[config.mk]
export PLATFORM = sky130hd
export DESIGN_NAME = matmul_loop_sequencer
export DESIGN_NICKNAME = d
export VERILOG_FILES = /design/src/rtl/matmul_pkg.sv /design/src/rtl/loop_counter.sv /design/src/rtl/matmul_loop_sequencer.sv
export SDC_FILE = /design/constraint.sdc
export NUM_CORES = 1
export LEC_CHECK = 0
export CORE_MARGIN = 2
export CORE_UTILIZATION = 40
export CTS_CLUSTER_SIZE = 16
export DETAILED_ROUTE_END_ITERATION = 8
export PLACE_DENSITY = 0.61
export REMOVE_ABC_BUFFERS = 1
export SLEW_MARGIN = 20
export SYNTH_ARGS = -nofsm -noshare
export SYNTH_HDL_FRONTEND = slang
export SYNTH_SLANG_ARGS = --single-unit
[constraint.sdc]
create_clock -name clk -period 3.6 [get_ports clk]
set_clock_uncertainty 0.05 [all_clocks]
set_input_delay 1.08 -clock clk [delete_from_list [all_inputs] [get_ports clk]]
set_output_delay 1.08 -clock clk [all_outputs]
set_load 0.01 [all_outputs]
[src/rtl/matmul_pkg.sv]
// Shared definitions for the matrix-multiply loop sequencer: FSM state
// encoding, default sizing and the address-width sanity check.
package matmul_pkg;

    localparam int DEF_IDX_W  = 4;
    localparam int DEF_N_MAX  = 8;
    localparam int DEF_ADDR_W = 8;

    typedef enum logic [1:0] {
        ST_IDLE = 2'd0,
        ST_RUN  = 2'd1,
        ST_FIN  = 2'd2
    } state_e;

    // True when an ADDR_W-bit address can reach the last element of an
    // n_max x n_max matrix stored with row pitch n_max.
    function automatic bit addr_w_ok(input int n_max, input int addr_w);
        return (n_max * n_max - 1) < (1 << addr_w);
    endfunction

endpackage

[src/rtl/loop_counter.sv]
// One loop index of the i/j/k nest: counts 0..last_i on inc_i, wraps to 0
// and raises wrap_o in the same cycle as the wrapping increment so the next
// outer counter can be chained directly from it.
module loop_counter #(
    parameter int IDX_W = 4
) (
    input  logic             clk,
    input  logic             rst,
    input  logic             clr_i,
    input  logic             inc_i,
    input  logic [IDX_W-1:0] last_i,
    output logic [IDX_W-1:0] idx_o,
    output logic [IDX_W-1:0] idx_d_o,
    output logic             wrap_o
);

    logic [IDX_W-1:0] idx_q;
    logic [IDX_W-1:0] idx_d;
    logic             at_last;

    assign at_last = (idx_q == last_i);

    // Next index: clear wins, otherwise step or wrap on increment.
    always_comb begin
        // NOTE: default assignment first so every path drives idx_d and no latch is inferred.
        idx_d = idx_q;
        if (clr_i) begin
            idx_d = '0;
        end else if (inc_i) begin
            idx_d = at_last ? '0 : idx_q + IDX_W'(1);
        end
    end

    // Index register with synchronous active-low reset.
    always_ff @(posedge clk) begin
        // NOTE: non-blocking assignment so all registers update together at the edge.
        if (!rst) begin
            idx_q <= '0;
        end else begin
            idx_q <= idx_d;
        end
    end

    assign idx_o   = idx_q;
    assign idx_d_o = idx_d;
    assign wrap_o  = inc_i && at_last && !clr_i;

endmodule

[src/rtl/matmul_loop_sequencer.sv]
// Runtime-bounded, stallable i/j/k sequencer for C = A*B. Issues one MAC
// operation per op_valid/op_ready transfer with registered indices,
// incrementally updated A/B/C addresses and accumulator controls.
// Optional build macro MATMUL_SEQ_PERF_EN adds perf_cycles/perf_stalls.
module matmul_loop_sequencer
    import matmul_pkg::*;
#(
    parameter int IDX_W  = DEF_IDX_W,
    parameter int N_MAX  = DEF_N_MAX,
    parameter int ADDR_W = DEF_ADDR_W
) (
    input  logic              clk,
    input  logic              rst,
    input  logic              start,
    input  logic [IDX_W-1:0]  dim_n,
    output logic              busy,
    output logic              done,
    output logic              op_valid,
    input  logic              op_ready,
    output logic [IDX_W-1:0]  idx_i,
    output logic [IDX_W-1:0]  idx_j,
    output logic [IDX_W-1:0]  idx_k,
    output logic [ADDR_W-1:0] addr_a,
    output logic [ADDR_W-1:0] addr_b,
    output logic [ADDR_W-1:0] addr_c,
    output logic              acc_clr,
    output logic              acc_wr
`ifdef MATMUL_SEQ_PERF_EN
    ,
    output logic [31:0]       perf_cycles,
    output logic [31:0]       perf_stalls
`endif
);

    if (!addr_w_ok(N_MAX, ADDR_W)) begin : g_addr_w_check
        $error("ADDR_W too small to address an N_MAX x N_MAX matrix");
    end

    localparam logic [IDX_W-1:0]  N_MAX_IDX = IDX_W'(N_MAX);
    localparam logic [ADDR_W-1:0] PITCH     = ADDR_W'(N_MAX);

    state_e             state_q;
    state_e             state_d;
    logic [IDX_W-1:0]   n_q;
    logic               busy_q;
    logic               done_q;
    logic               op_valid_q;
    logic               acc_clr_q;
    logic               acc_wr_q;
    logic [ADDR_W-1:0]  addr_a_q;
    logic [ADDR_W-1:0]  addr_b_q;
    logic [ADDR_W-1:0]  addr_c_q;
    logic [ADDR_W-1:0]  row_base_q;

    logic               accept;
    logic               transfer;
    logic               run_d;
    logic [IDX_W-1:0]   n_clamp;
    logic [IDX_W-1:0]   bound_d;
    logic [IDX_W-1:0]   last_idx;
    logic [ADDR_W-1:0]  next_row;

    logic [IDX_W-1:0]   k_q, j_q, i_q;
    logic [IDX_W-1:0]   k_d, j_d, i_next_unused;
    logic               k_wrap, j_wrap, i_wrap;

    assign accept   = (state_q == ST_IDLE) && start;
    assign transfer = op_valid_q && op_ready;
    assign n_clamp  = (dim_n > N_MAX_IDX) ? N_MAX_IDX : dim_n;
    assign bound_d  = accept ? n_clamp : n_q;
    assign last_idx = n_q - IDX_W'(1);
    assign next_row = row_base_q + PITCH;

    // k advances on every transfer; j and i advance on the wrap of the next-inner index.
    loop_counter #(.IDX_W(IDX_W)) u_cnt_k (
        .clk     (clk),
        .rst     (rst),
        .clr_i   (accept),
        .inc_i   (transfer),
        .last_i  (last_idx),
        .idx_o   (k_q),
        .idx_d_o (k_d),
        .wrap_o  (k_wrap)
    );

    loop_counter #(.IDX_W(IDX_W)) u_cnt_j (
        .clk     (clk),
        .rst     (rst),
        .clr_i   (accept),
        .inc_i   (k_wrap),
        .last_i  (last_idx),
        .idx_o   (j_q),
        .idx_d_o (j_d),
        .wrap_o  (j_wrap)
    );

    loop_counter #(.IDX_W(IDX_W)) u_cnt_i (
        .clk     (clk),
        .rst     (rst),
        .clr_i   (accept),
        .inc_i   (j_wrap),
        .last_i  (last_idx),
        .idx_o   (i_q),
        .idx_d_o (i_next_unused),
        .wrap_o  (i_wrap)
    );

    // Next state: the wrap of i marks the transfer of the final (n-1,n-1,n-1) operation.
    always_comb begin
        state_d = state_q;
        case (state_q)
            ST_IDLE: if (start) state_d = (n_clamp == '0) ? ST_FIN : ST_RUN;
            ST_RUN:  if (i_wrap) state_d = ST_FIN;
            ST_FIN:  state_d = ST_IDLE;
            default: state_d = ST_IDLE;
        endcase
    end

    assign run_d = (state_d == ST_RUN);

    // Control FSM with registered handshake, status and accumulator outputs.
    always_ff @(posedge clk) begin
        if (!rst) begin
            state_q    <= ST_IDLE;
            n_q        <= '0;
            busy_q     <= 1'b0;
            done_q     <= 1'b0;
            op_valid_q <= 1'b0;
            acc_clr_q  <= 1'b0;
            acc_wr_q   <= 1'b0;
        end else begin
            state_q    <= state_d;
            busy_q     <= (state_d != ST_IDLE);
            done_q     <= (state_d == ST_FIN);
            op_valid_q <= run_d;
            if (accept) begin
                n_q <= n_clamp;
            end
            acc_clr_q  <= run_d && (k_d == '0);
            acc_wr_q   <= run_d && (k_d == bound_d - IDX_W'(1));
        end
    end

    // Addresses follow the indices by adding 1 or the row pitch; every index
    // wraps to 0 on the final transfer, so the addresses return to 0 with them.
    always_ff @(posedge clk) begin
        if (!rst) begin
            addr_a_q   <= '0;
            addr_b_q   <= '0;
            addr_c_q   <= '0;
            row_base_q <= '0;
        end else if (accept || i_wrap) begin
            addr_a_q   <= '0;
            addr_b_q   <= '0;
            addr_c_q   <= '0;
            row_base_q <= '0;
        end else if (j_wrap) begin
            row_base_q <= next_row;
            addr_a_q   <= next_row;
            addr_b_q   <= '0;
            addr_c_q   <= next_row;
        end else if (k_wrap) begin
            addr_a_q   <= row_base_q;
            addr_b_q   <= ADDR_W'(j_d);
            addr_c_q   <= addr_c_q + ADDR_W'(1);
        end else if (transfer) begin
            addr_a_q   <= addr_a_q + ADDR_W'(1);
            addr_b_q   <= addr_b_q + PITCH;
        end
    end

`ifdef MATMUL_SEQ_PERF_EN
    logic [31:0] perf_cycles_q;
    logic [31:0] perf_stalls_q;

    // Saturating run/stall counters, cleared when a run is accepted.
    always_ff @(posedge clk) begin
        if (!rst) begin
            perf_cycles_q <= '0;
            perf_stalls_q <= '0;
        end else if (accept) begin
            perf_cycles_q <= '0;
            perf_stalls_q <= '0;
        end else if (state_q == ST_RUN) begin
            if (perf_cycles_q != '1) begin
                perf_cycles_q <= perf_cycles_q + 32'd1;
            end
            if (!op_ready && (perf_stalls_q != '1)) begin
                perf_stalls_q <= perf_stalls_q + 32'd1;
            end
        end
    end

    assign perf_cycles = perf_cycles_q;
    assign perf_stalls = perf_stalls_q;
`endif

    assign busy     = busy_q;
    assign done     = done_q;
    assign op_valid = op_valid_q;
    assign idx_i    = i_q;
    assign idx_j    = j_q;
    assign idx_k    = k_q;
    assign addr_a   = addr_a_q;
    assign addr_b   = addr_b_q;
    assign addr_c   = addr_c_q;
    assign acc_clr  = acc_clr_q;
    assign acc_wr   = acc_wr_q;

endmodule

==> impl_metrics.env, run 1 <==
export IMPL_ys_types=57
export IMPL_drtAntennaViolNets=0
export IMPL_rsz0062_at_grt="false"
export IMPL_fp_dieArea_sq_um=8060
export IMPL_p_total_mw=1.08
export IMPL_clock_sinks=52
export IMPL_ys_ff_latch=52
export IMPL_syn_area_per_cell_sq_um=8.58
export IMPL_drt_iter0_drc=145
export IMPL_ctsHtreeMaxLevel=2
export IMPL_nNetsFinal=409
export IMPL_core_area_sq_um=7180
export IMPL_drive_gt1_share_pct=8.40
export IMPL_netlist_area_sq_um=2940
export IMPL_viasPerCell=5.09
export IMPL_post_cts_buffers=0
export IMPL_clock_tree_buffer_depth=2
export IMPL_track_usage_pct=17.7
export IMPL_maxCapViolCount=0
export IMPL_yosys_cell_count_top_type="dfxtp_1"
export IMPL_cp_max_fo=3
export IMPL_slew_violations=0
export IMPL_seq_area_frac_synth_pct=35.4
export IMPL_synth_top_area_share_pct=35.4
export IMPL_num_vias=2505
export IMPL_grt_pass1_wl_microns=12000
export IMPL_yosys_top_cells_count="dfxtp_1, nand2_1, nor2_1"
export IMPL_antennaDiodeCount=0
export IMPL_placed_area_sq_um=3540
export IMPL_tns_ns=0
export IMPL_ys_flop_type="dfxtp_1"
export IMPL_vdd_drop_max_uv=184
export IMPL_cp_start_kind="primary input"
export IMPL_worst_slack_ns=0.441
export IMPL_cts_root_buf="clkbuf_8"
export IMPL_area_growth_pct=23.4
export IMPL_timing_final_crit_share_pct=87.7
export IMPL_fmax_ghz=0.317
export IMPL_relSlewSlack_pct=70.0
export IMPL_fp_row_count=31
export IMPL_io_pins=49
export IMPL_finalHoldViolCount=0
export IMPL_post_route_min_period_ns=3.16
export IMPL_cts_repair_resized=0
export IMPL_setup_viol=0
export IMPL_leakage_nw=1.28
export IMPL_tightest_slew_ns=0.449
export IMPL_final_area_sq_um=3630
export IMPL_synth_edf_count=0
export IMPL_synthTopCellsByArea="dfxtp_1, xnor2_1, xor2_1, nand2_1, nor2_1"
export IMPL_gp_congestion=0.830
export IMPL_dp_worst_setup_slack_ns=0.128
export IMPL_grt_start_max_net_pins=22
export IMPL_critPathKind="primary input to flip-flop"
export IMPL_status="completed"
export IMPL_initial_core_util_pct=41.0
export IMPL_ys_warn_count=0
export IMPL_instances_no_fill=492
export IMPL_drc_errors=0
export IMPL_first_global_vias=2398
export IMPL_die_h_microns=89.8
export IMPL_overflow=0
export IMPL_p_per_area_nw_per_um2=298
export IMPL_cts_hold_buffers=0
export IMPL_wl_per_cell_microns=14.0
export IMPL_die_w_microns=89.8
export IMPL_io_buffers=48
export IMPL_dr_pass1_iters=5
export IMPL_numCtsBuffers=5
export IMPL_insertion_delay_ns=0.31
export IMPL_hp_class="flip-flop to flip-flop"
export IMPL_dpl_hpwl_microns=5090
export IMPL_synthCells=343
export IMPL_cts_tree="done"
export IMPL_clkTransAtPathRegs_ns=0.09
export IMPL_required_ns=3.77
export IMPL_wirelength_microns=6900
export IMPL_synth_area_leader_cell="dfxtp_1"
export IMPL_cp_end_kind="flip-flop"
export IMPL_async_flop_share_pct=0
export IMPL_dp_cells=484
export IMPL_antenna_found_initial=0
export IMPL_critPathArrivalTime_ns=3.33
-- registers in the layout, indices dropped and copies added (netlist names), 2 cells and up --
name / count
u_cnt_j.idx_o: 4
state_q: 2
u_cnt_i.idx_o: 4
addr_a: 8
n_q: 4
row_base_q: 5
addr_b: 8
addr_c: 8
u_cnt_k.idx_o: 4
-- cell type report --
| type | instances | area, sq um |
|---|---|---|
| Timing Repair Buffer | 60 | 571 |
| Inverter | 7 | 26.3 |
| Multi-Input combinational cell | 266 | 1780 |
| Clock inverter | 2 | 10.0 |
| Clock buffer | 6 | 82.6 |
| Tap cell | 99 | 124 |
| Fill cell | 696 | 3540 |
| Sequential cell | 52 | 1040 |
-- power breakdown --
part           switching [mW]  internal, mW  total (mW)
logic                  0.0754        0.0640       0.139
registers             0.00988         0.583       0.593
clock network           0.196         0.154       0.350
-- path summary, 6_finish.rpt --
path / from / end / slack [ns] / cells past startpoint
setup / recovery: start / acc_wr / 0.44 / 9
hold / removal: addr_b[1] / addr_b[1] / 0.42 / 2
setup reg to reg: n_q[0] / state_q[1] / 0.94 / 9
hold reg to reg: addr_b[1] / addr_b[1] / 0.42 / 2
-- placed cells by master, fill, tap and decap left out, drive strengths merged, types with 4 or more instances in the layout --
cell type / n
clkbuf: 6
xor2: 22
o31ai: 5
or3: 8
a211oi: 5
nand2: 37
nor3b: 5
dfxtp: 52
inv: 7
a21oi: 18
o21a: 5
and3: 5
ha: 9
buf: 12
xnor2: 23
nand3: 15
nand4: 7
o21ai: 13
nor2: 34
nor2b: 7
nor3: 10
clkdlybuf4s50: 48
a21boi: 4
-- layer usage --
metal	up-vias	track usage, %	routed length, microns	part of all wire (%)
met5	-	0	0	0
met4	0	4.87	96	1.4
met3	8	2.93	240	3.5
met2	52	26.9	3030	44
met1	1143	26.1	3530	51
li1	1302	-	-	-
-- critical path, cell delays in order --
cell	delay, ns
clkdlybuf4s50_1	0.50
or3b_2	0.46
nor3b_1	0.21
a21oi_1	0.08
ha_1	0.19
xnor2_1	0.28
xor2_1	0.19
a21oi_1	0.10
nor4_2	0.24
-- cell families (layout without fill, tap and decap cells) --
family	count (synthesis)	count (layout)	synth area share, %
muxes	4	4	1.40
and+or+nand+nor	143	143	26.1
adders and majority gates	9	9	3.83
DFF	52	52	35.4
AOI/OAI and AO/OA	64	64	14.0
xor gates and xnor gates	46	46	15.1
buffers and inverters	25	75	4.21
-- per-stage QoR --
stage,hold WS (ns),utilization (%)
2_1_floorplan,0.402,-
3_3_place_gp,0.402,49.3
3_5_place_dp,0.404,49.3
4_1_cts,0.423,50.6
5_1_grt,0.460,50.6
6_report,0.417,50.6
Power figures use the tool's default switching activity.
==> run 2, diff against run 1 <==
--- a/config.mk
+++ b/config.mk
@@ -6,12 +6,13 @@
 export NUM_CORES = 1
 export LEC_CHECK = 0
 export CORE_MARGIN = 2
-export CORE_UTILIZATION = 40
+export CORE_UTILIZATION = 53
 export CTS_CLUSTER_SIZE = 16
 export DETAILED_ROUTE_END_ITERATION = 8
-export PLACE_DENSITY = 0.61
+export PLACE_DENSITY = 0.78
 export REMOVE_ABC_BUFFERS = 1
 export SLEW_MARGIN = 20
 export SYNTH_ARGS = -nofsm -noshare
 export SYNTH_HDL_FRONTEND = slang
+export SYNTH_HIERARCHICAL = 1
 export SYNTH_SLANG_ARGS = --single-unit
==> run 2 against run 1 <==
  * Utilization grew 20 points
  * Power rose by 0.27%
  * Register-to-register slack worse by 0.50 ns
  * Synthesized cell count shrank 7.3%
  * Via count decreased by 0.84%
  * Non-clock buffer count grew 7
  * Combinational power about the same
  * Sequential power about the same
  * Largest power group unchanged
==> impl_metrics.env, run 2 <==
export IMPL_required_ns=3.80
export IMPL_vdd_drop_max_uv=188
export IMPL_placed_area_sq_um=3490
export IMPL_ff_latch_area_sq_um=1040
export IMPL_dpl_hpwl_microns=4540
export IMPL_numCtsBuffers=5
export IMPL_hold_depth=2
export IMPL_post_route_min_period_ns=3.47
export IMPL_drc_errors=0
export IMPL_antennaDiodeCount=0
export IMPL_insertion_delay_ns=0.31
export IMPL_worstReg2RegStart="n_q[2]"
export IMPL_fp_dieArea_sq_um=5980
export IMPL_relSlewSlack_pct=70.0
export IMPL_worstRegToRegCells=14
export IMPL_num_vias=2484
export IMPL_status="completed"
export IMPL_clock_tree_buffer_depth=2
export IMPL_antenna_found_initial=0
export IMPL_tns_ns=0
export IMPL_wl_per_cell_microns=14.0
export IMPL_dp_worst_setup_slack_ns=-0.260
export IMPL_ys_warn_count=6
export IMPL_syn_area_per_cell_sq_um=8.97
export IMPL_cts_tree="done"
export IMPL_drtAntennaViolNets=0
export IMPL_cp_start_kind="primary input"
export IMPL_tightest_slew_ns=0.446
export IMPL_worst_slack_ns=0.133
export IMPL_initial_core_util_pct=55.5
export IMPL_drt_iter0_drc=132
export IMPL_timing_final_crit_share_pct=96.3
export IMPL_dr_pass1_iters=4
export IMPL_viasPerCell=5.51
export IMPL_worstHoldStart="addr_b[4]"
export IMPL_multiInputGateArea_sq_um=1720
export IMPL_clkTransAtPathRegs_ns=0.09
export IMPL_core_area_sq_um=5140
export IMPL_wirelength_microns=6340
export IMPL_grt_start_max_net_pins=32
export IMPL_ctsHtreeMaxLevel=2
export IMPL_drive_gt1_share_pct=13.6
export IMPL_fp_row_count=26
export IMPL_final_area_sq_um=3630
export IMPL_layout_common_cells="dfxtp_1, clkdlybuf4s50_1, xor2_1"
export IMPL_slew_violations=0
export IMPL_fill_cells=428
export IMPL_gp_congestion=0.862
export IMPL_cts_root_buf="clkbuf_8"
export IMPL_finalHoldViolCount=0
export IMPL_r2r_slack_ns=0.44
export IMPL_fmax_ghz=0.288
export IMPL_min_to="addr_b[4]"
export IMPL_hp_class="flip-flop to flip-flop"
export IMPL_cp_end_kind="flip-flop"
export IMPL_io_pins=49
export IMPL_worst_hold_slack_ns=0.448
export IMPL_area_growth_pct=27.2
export IMPL_leakage_nw=1.29
export IMPL_grt_pass1_wl_microns=10800
export IMPL_nNetsFinal=397
export IMPL_critPathKind="primary input to flip-flop"
export IMPL_clock_sinks=52
export IMPL_first_global_vias=2339
export IMPL_rsz0062_at_grt="true"
export IMPL_maxCapViolCount=0
export IMPL_die_h_microns=77.4
export IMPL_p_per_area_nw_per_um2=299
export IMPL_io_buffers=48
export IMPL_final_common_cell="dfxtp_1"
export IMPL_setup_viol=0
export IMPL_final_util_pct=70.6
export IMPL_netlist_area_sq_um=2850
export IMPL_critPathArrivalTime_ns=3.66
export IMPL_synthCells=318
export IMPL_cp_max_fo=7
export IMPL_die_w_microns=77.4
export IMPL_track_usage_pct=21.9
export IMPL_cts_hold_buffers=0
export IMPL_overflow=0
export IMPL_reg2reg_to="addr_c[6]"
-- run 2: cell types whose count changed in the layout (fill, tap and decap cells not counted), moves of 7 or more --
cell and delta:
nand2b_1 +7, or3_1 -7, nand2_1 -12, xnor2_1 -7, mux2i_1 +7, a2111oi_1 +9
nor2_1 -9
-- run 2: worst max path at each step --
stage	from	to	slack (ns)
2_1_floorplan	op_ready	addr_a[0]	-0.96
3_3_place_gp	start	addr_a[1]	-0.17
3_5_place_dp	start	addr_a[2]	-0.26
4_1_cts	start	addr_a[2]	0.06
5_1_grt	start	addr_b[4]	0.002
6_report	start	addr_b[4]	0.13
-- run 2: area by class of cell --
cell class	count	share of cell area, %
Timing Repair Buffer	67	17.3
Inverter	15	1.69
Clock inverter	2	0.276
Tap cell	70	2.41
Sequential cell	52	28.7
Clock buffer	6	2.28
Multi-Input combinational cell	239	47.4
-- run 2: metal layers --
layer / share of wire [%] / GRT usage (%) / wire (microns) / vias to the layer above
li1: - / - / - / 1253
met3: 3.6 / 3.95 / 226 / 9
met5: 0 / 0 / 0 / -
met1: 47 / 28.3 / 2950 / 1172
met2: 49 / 36.9 / 3080 / 50
met4: 1.3 / 7.50 / 82 / 0
-- run 2: what timing repair did --
item | in CTS | in global routing
setup buffers | 0 | 3
endpoints found under the setup margin | 0 | 18
resized for setup | 0 | 8
-- run 2: worst max-delay path: stages --
cell and delay, ns:
clkdlybuf4s50_1 0.48, or3b_4 0.40, clkinv_4 0.05, and3b_2 0.20, inv_2 0.06, nor2_1 0.05
and3b_2 0.23, inv_2 0.06, nor2_1 0.05, and3b_2 0.23, nand3b_1 0.19, or3_4 0.47
a21oi_1 0.12
-- run 2: where the power goes --
part | internal [mW] | switching, mW | leakage, nW | total [mW]
Clock | 0.154 | 0.197 | 0.0510 | 0.351
Sequential | 0.584 | 0.00812 | 0.421 | 0.592
Combinational | 0.0641 | 0.0776 | 0.814 | 0.142
Total | 0.802 | 0.283 | 1.29 | 1.09
-- run 2: per-stage QoR --
stage,power (mW),cells
2_1_floorplan,0.692,306
3_3_place_gp,0.741,440
3_5_place_dp,0.744,440
4_1_cts,1.09,448
5_1_grt,1.13,451
6_report,1.09,451
